## src/rtl/weight_loader.sv

```systemverilog
// Write-side loader for the 54-byte weight RAM.
// Streams a frame of weight bytes plus a trailing checksum into the RAM port.
module weight_loader #(
  parameter int DEPTH = 54,
  parameter int AW    = $clog2(DEPTH)
) (
  input  logic          clk,
  input  logic          rst_n,
  input  logic          start,
  input  logic          s_valid,
  input  logic [7:0]    s_data,
  output logic          s_ready,
  output logic          wen,
  output logic [AW-1:0] waddr,
  output logic [7:0]    din,
  output logic          busy,
  output logic          done,
  output logic          err
);

  typedef enum logic [1:0] {
    S_IDLE,
    S_LOAD,
    S_CHECK,
    S_DONE
  } state_e;

  localparam logic [AW-1:0] LAST = AW'(DEPTH - 1);

  state_e state_q, state_d;

  logic [AW-1:0] cnt_q, cnt_d;
  logic [7:0]    sum_q, sum_d;
  logic          wen_q, wen_d;
  logic [AW-1:0] waddr_q, waddr_d;
  logic [7:0]    din_q, din_d;
  logic          err_q, err_d;

  logic hs;
  logic ready_c;

  assign hs = s_valid & ready_c;

  // state register
  always_ff @(posedge clk) begin
    if (!rst_n) begin
      state_q <= S_IDLE;
    end else begin
      state_q <= state_d;
    end
  end

  // next-state logic
  always_comb begin
    state_d = state_q;
    unique case (state_q)
      S_IDLE: begin
        if (start) state_d = S_LOAD;
      end
      S_LOAD: begin
        if (hs && cnt_q == LAST) state_d = S_CHECK;
      end
      S_CHECK: begin
        if (hs) state_d = S_DONE;
      end
      S_DONE: begin
        state_d = S_IDLE;
      end
      default: state_d = S_IDLE;
    endcase
  end

  // state-decoded outputs
  always_comb begin
    ready_c = 1'b0;
    done    = 1'b0;
    unique case (state_q)
      S_IDLE:  ready_c = 1'b0;
      S_LOAD:  ready_c = 1'b1;
      S_CHECK: ready_c = 1'b1;
      S_DONE:  done    = 1'b1;
      default: ready_c = 1'b0;
    endcase
  end

  assign s_ready = ready_c;
  assign busy    = ready_c;

  // datapath next-state
  always_comb begin
    cnt_d   = cnt_q;
    sum_d   = sum_q;
    wen_d   = 1'b0;
    waddr_d = waddr_q;
    din_d   = din_q;
    err_d   = err_q;
    unique case (state_q)
      S_IDLE: begin
        if (start) begin
          cnt_d = '0;
          sum_d = '0;
          err_d = 1'b0;
        end
      end
      S_LOAD: begin
        if (hs) begin
          wen_d   = 1'b1;
          waddr_d = cnt_q;
          din_d   = s_data;
          sum_d   = sum_q + s_data;
          cnt_d   = cnt_q + 1'b1;
        end
      end
      S_CHECK: begin
        // checksum byte is compared only, never written
        if (hs) err_d = (s_data != sum_q);
      end
      S_DONE: begin
        wen_d = 1'b0;
      end
      default: wen_d = 1'b0;
    endcase
  end

  always_ff @(posedge clk) begin
    if (!rst_n) begin
      cnt_q   <= '0;
      sum_q   <= '0;
      wen_q   <= 1'b0;
      waddr_q <= '0;
      din_q   <= '0;
      err_q   <= 1'b0;
    end else begin
      cnt_q   <= cnt_d;
      sum_q   <= sum_d;
      wen_q   <= wen_d;
      waddr_q <= waddr_d;
      din_q   <= din_d;
      err_q   <= err_d;
    end
  end

  assign wen   = wen_q;
  assign waddr = waddr_q;
  assign din   = din_q;
  assign err   = err_q;

endmodule
```

## config.mk

```make
export PLATFORM = sky130hd
export DESIGN_NAME = weight_loader
export DESIGN_NICKNAME = d
export VERILOG_FILES = /design/src/rtl/weight_loader.sv
export SDC_FILE = /design/constraint.sdc
export NUM_CORES = 1
export LEC_CHECK = 0
export CAP_MARGIN = 20
export CORE_MARGIN = 5
export CORE_UTILIZATION = 47
export CTS_CLUSTER_DIAMETER = 60
export DETAILED_ROUTE_END_ITERATION = 6
export PLACE_DENSITY = 0.75
export SLEW_MARGIN = 20
export SYNTH_ARGS = -nofsm -noshare
export SYNTH_HDL_FRONTEND = slang
export SYNTH_SLANG_ARGS = --single-unit
```

## constraint.sdc

```tcl
create_clock -name clk -period 1.89 [get_ports clk]
set_input_delay 0.378 -clock clk [delete_from_list [all_inputs] [get_ports clk]]
set_output_delay 0.378 -clock clk [all_outputs]
set_load 0.005 [all_outputs]
```

# Word-level counts from Yosys, hierarchy flattened
# Cells that the tools add are included.
dict set report classes {
  muxes 16
  n_bitwise 1
  n_eq_ne 9
  addsub 2
  n_reduce_logical 10
}
# cell count
set ops {}
lappend ops {{2-to-1 mux 8 bit} 2}
lappend ops {{case mux 8 bit (2 select lines)} 1}
lappend ops {{2-to-1 mux 6 bit} 2}
lappend ops {{case mux 6 bit (2 select lines)} 1}
lappend ops {{AND reduction 3 bit} 3}
lappend ops {{adder 8 bit} 1}
lappend ops {{!= test 2 bit, second input constant} 4}
lappend ops {{!= test 8 bit} 1}
lappend ops {{case mux 2 bit (4 select lines)} 1}
lappend ops {{adder 6 x 1 -> 6 bit, second input constant} 1}
lappend ops {{== test 6 bit, second input constant} 1}
lappend ops {{2-to-1 mux 2 bit} 3}
lappend ops {{2-to-1 mux 1 bit} 5}
lappend ops {{== test 2 bit, second input constant} 2}
lappend ops {{AND reduction 2 bit} 2}
lappend ops {{nonzero test 2 bit} 2}
lappend ops {{== test 2 x 1 -> 1 bit, second input constant} 1}
lappend ops {{logical NOT 2 bit} 1}
lappend ops {{case mux 1 bit (2 select lines)} 1}
lappend ops {{OR reduction 2 bit} 1}
lappend ops {{bitwise AND 1 bit} 1}
lappend ops {{logical AND 1 bit} 1}
dict set report totals {
  inputBits 12
  elab_cells 45
  regBits 32
}

# Longest topological paths before layout
dict set report depth {
  depth_word 7
  depth_mapped 9
  mapped_depth_nobuf 8
}

# Least setup slack after synthesis
# OpenSTA, ideal clock, no wires.
dict set report synth_timing {
  path_kind {in2reg}
  from {in s_data[0]}
  to {reg sum_q[6]}
  setup_slack_ps -26
  path_buffers 0
  arrival_ps 1794
  required_time_ps 1768
  cell_stages 8
  cell_sequence {ha_1 > fa_1 > a21o_1 > a21oi_1 > o21bai_1 > a21oi_1 > xor2_1 > o21ai_0}
}
dict set report synth_between {
  elab_chain_len 3
}
# element line
set synth_lines {}
lappend synth_lines {{from (decl)} 11} ;# input logic [7:0] s_data,
lappend synth_lines {{adder 8 bit} 110} ;# sum_d = sum_q + s_data;
lappend synth_lines {{2-to-1 mux 8 bit} 106} ;# if (hs) begin
lappend synth_lines {{case mux 8 bit (2 select lines)} 97} ;# unique case (state_q)
lappend synth_lines {{to (signal assigned)} 135} ;# sum_q <= sum_d;
lappend synth_lines {{to (decl)} 33} ;# logic [7:0] sum_q, sum_d;
# No other way between the ends. The select of a mux whose other input is x is not followed.
# A chain may end at the register's enable or synchronous reset.

# Final worst setup path
dict set report layout_timing {
  from {reg state_q[0]}
  to {out done}
}
dict set report layout_between {
  elab_chain_len 2
}
# element line
set layout_lines {}
lappend layout_lines {{from (decl)} 30} ;# state_e state_q, state_d;
lappend layout_lines {{from (signal assigned)} 49} ;# state_q <= state_d;
lappend layout_lines {{== test 2 bit} 77} ;# unique case (state_q)
lappend layout_lines {{2-to-1 mux 1 bit} 77}
lappend layout_lines {{to (decl)} 17} ;# output logic done,
# No other way between the ends.

==> impl_metrics.toml <==
[synth]
synthMuxAreaShare = 0.0117
synth_top_family_by_area = "simple AND/OR/NAND/NOR gates"
async_flop_share = 0
syn_area_mm2 = 0.00171
synth_ff_type = "dfxtp_1"
ys_types = 42
syn_inst = 198
ys_ff_latch = 32
synth_edf_count = 0
synth-compound-area-share = 0.188
ys_warn_count = 0
synth-simple-area-share = 0.225
synth_xor_area_frac = 0.0513
syn_avg_cell_area_um2 = 8.62
synthAdderAreaFrac = 0.114
synth_nets = 225
yosysSeqAreaShare = 0.375

[grt]
overflow = 0
grt_pass1_wl_mm = 6.68
grt_pass1_vias = 1488
grt_usage = 0.166
grt_max_degree = 15
antenna_found_initial = 0

[worst_setup_path]
cp-start-kind = "flip-flop"
path_cells = "buf_4 -> ha_1 -> clkdlybuf4s50_1"
required_ns = 1.51
cp_top_family = "buffers and inverters"
crit-reg2reg-launch = "sum_q[0]"
cp-end-kind = "primary output"
crit_arrival_ns = 1.45
slowest_stage = "clkdlybuf4s50_1"
crit_buf_inv = 2
rr_worst_depth = 8
slowest_delay_ns = 0.49
path_max_fanout = 3
r2r_slack_ns = 0.10
r2r-end = "sum_q[6]"
crit_type = "reg2out"

[route]
vias = 1541
dr.pass1.iters = 4
viasPerCell = 5.15
wl_mm = 3.88
ant_nets = 0
post_drt_wl_per_cell_um = 13.0
drc = 0
first_iter_violations = 104

[sta]
max-slew-margin-rel = 0.656
rsz0062_at_grt = "yes"
skew_ns = 0.00756
max_slew.worst_pin.slew_ns = 0.510
setup_viol = 0
slew_viol_final = 0
fmax_mhz = 546
hold_viol = 0
fin_crit_sh = 0.970
worst_slack_ns = 0.0571
fin_crit_ns = 1.83

[floorplanning]
die_w_um = 70.3
num_io_pins = 31
core_area_mm2 = 0.00342
die_area_mm2 = 0.00494
die_height_um = 70.3
rows = 21
initial_core_util = 0.500

[final_layout]
final_cell_area_mm2 = 0.00236
fin_nets = 280
layout_commonest_cell = "nand2_1"
diodes = 0
final_cell_mix = "nand2_1, dfxtp_1, clkdlybuf4s50_1, buf_4, a21boi_0"
drive_gt1_frac = 0.202
fill_cells = 284
syn_to_final_growth_pct = 38.3

[cts]
cts_buffers = 5
clk_latency_ns = 0.34
clock-root-buffer = "clkbuf_4"
path_clk_slew_ns = 0.10
clk_path_buf_depth = 2
numClockSinks = 32
h-tree-depth = 2
cts_tree = "yes"

[placement]
pre_cts_ws_ns = -0.515
gp_congestion = 0.823
placed_area_mm2 = 0.00218
portBuffers = 30
dp_hpwl_mm = 2.76

[min_path]
hold_class = "in2reg"
worstHoldEndpoint = "din[4]"
min_from = "s_data[4]"
hold_path_depth = 3

[power]
power.total_mw = 2.35
ir_drop_uv = 831
p_leak_nw = 0.932
p_per_area_mw_per_mm2 = 996

[run_status]
outcome = "finished, final reports clean"

[flow_run]
cap_violations = 0
-- through the flow --
stage | utilization | cells | hold slack (ns) | setup TNS, ns
final | 0.691 | 299 | 0.363 | 0
after global routing | 0.691 | 299 | 0.395 | 0
after CTS | 0.668 | 297 | 0.447 | 0
after detailed placement | 0.638 | 287 | 0.457 | -1.96
after global placement | 0.638 | 287 | 0.449 | -1.85
after floorplan | - | 198 | 0.445 | 0
-- cell usage after synthesis, types with 2 or more instances --
cell type	count	area, um2
xor2_1	7	61.3
a21oi_1	8	40.0
nor2_1	8	30.0
clkbuf_1	4	15.0
nand4_1	3	18.8
ha_1	14	175
o21bai_1	2	15.0
dfxtp_1	32	641
nand3_1	8	40.0
o21ai_0	8	40.0
inv_1	5	18.8
nand2b_1	4	25.0
nand2_1	38	143
and3_1	2	12.5
nor2b_1	4	25.0
xnor2_1	3	26.3
a21o_1	3	22.5
a22oi_1	2	15.0
and2_1	3	18.8
a21boi_0	17	128
mux2i_1	2	20.0
-- kinds of logic after synthesis --
group	Yosys count
xor gates and xnor gates	10
adders and majority gates	15
DFF	32
and+or+nand+nor	79
buffers and inverters	12
AOI/OAI and AO/OA	48
muxes	2
-- routing by layer --
layer / part of all wire / GRT usage
met4: 0.020 / 0.0511
met1: 0.49 / 0.220
met2: 0.44 / 0.252
met3: 0.054 / 0.0588
met5: 0 / 0
-- cell type report --
class / instances / area, um2 / share of cell area
timing repair buffer: 55 / 489 / 0.207
clock buffer: 7 / 65.1 / 0.0276
tap: 46 / 57.6 / 0.0244
sequential: 32 / 644 / 0.273
multi-input combinational: 154 / 1090 / 0.460
inverter: 5 / 18.8 / 0.00795
-- what timing repair did --
item,CTS,global route
resized for setup,10,14
endpoints found under the hold margin,0,0
setup endpoints to repair,6,9
hold buffers,0,0
setup buffers,3,2
pin swaps,7,9
-- tightest hold or removal path, cell delays in order --
cell	delay [ns]
dlymetal6s2s_1	0.15
nand2_1	0.06
a21boi_0	0.07
-- sequential cells by signal, summed over array words and instances (netlist names) --
signal and count:
din 8, waddr 6, err 1, state_q 2
cnt_q 6, wen 1, sum_q 8
-- where the power goes --
| part | leakage [nW] | internal, mW | switching (mW) |
|---|---|---|---|
| registers | 0.260 | 0.741 | 0.0462 |
| clock network | 0.0374 | 0.211 | 0.242 |
| logic | 0.635 | 0.547 | 0.564 |
-- worst max-delay path by stage --
stage	from	slack (ns)	endpoint	depth (start not counted)
finish	state_q[0]	0.06	done	3
global route	sum_q[0]	0.01	sum_q[6]	8
CTS	s_data[1]	0.02	sum_q[7]	8
detailed placement	s_data[0]	-0.52	sum_q[6]	9
global placement	s_data[0]	-0.49	sum_q[6]	9
floorplan	s_data[0]	0.007	sum_q[6]	8
Power figures use the tool's default switching activity.
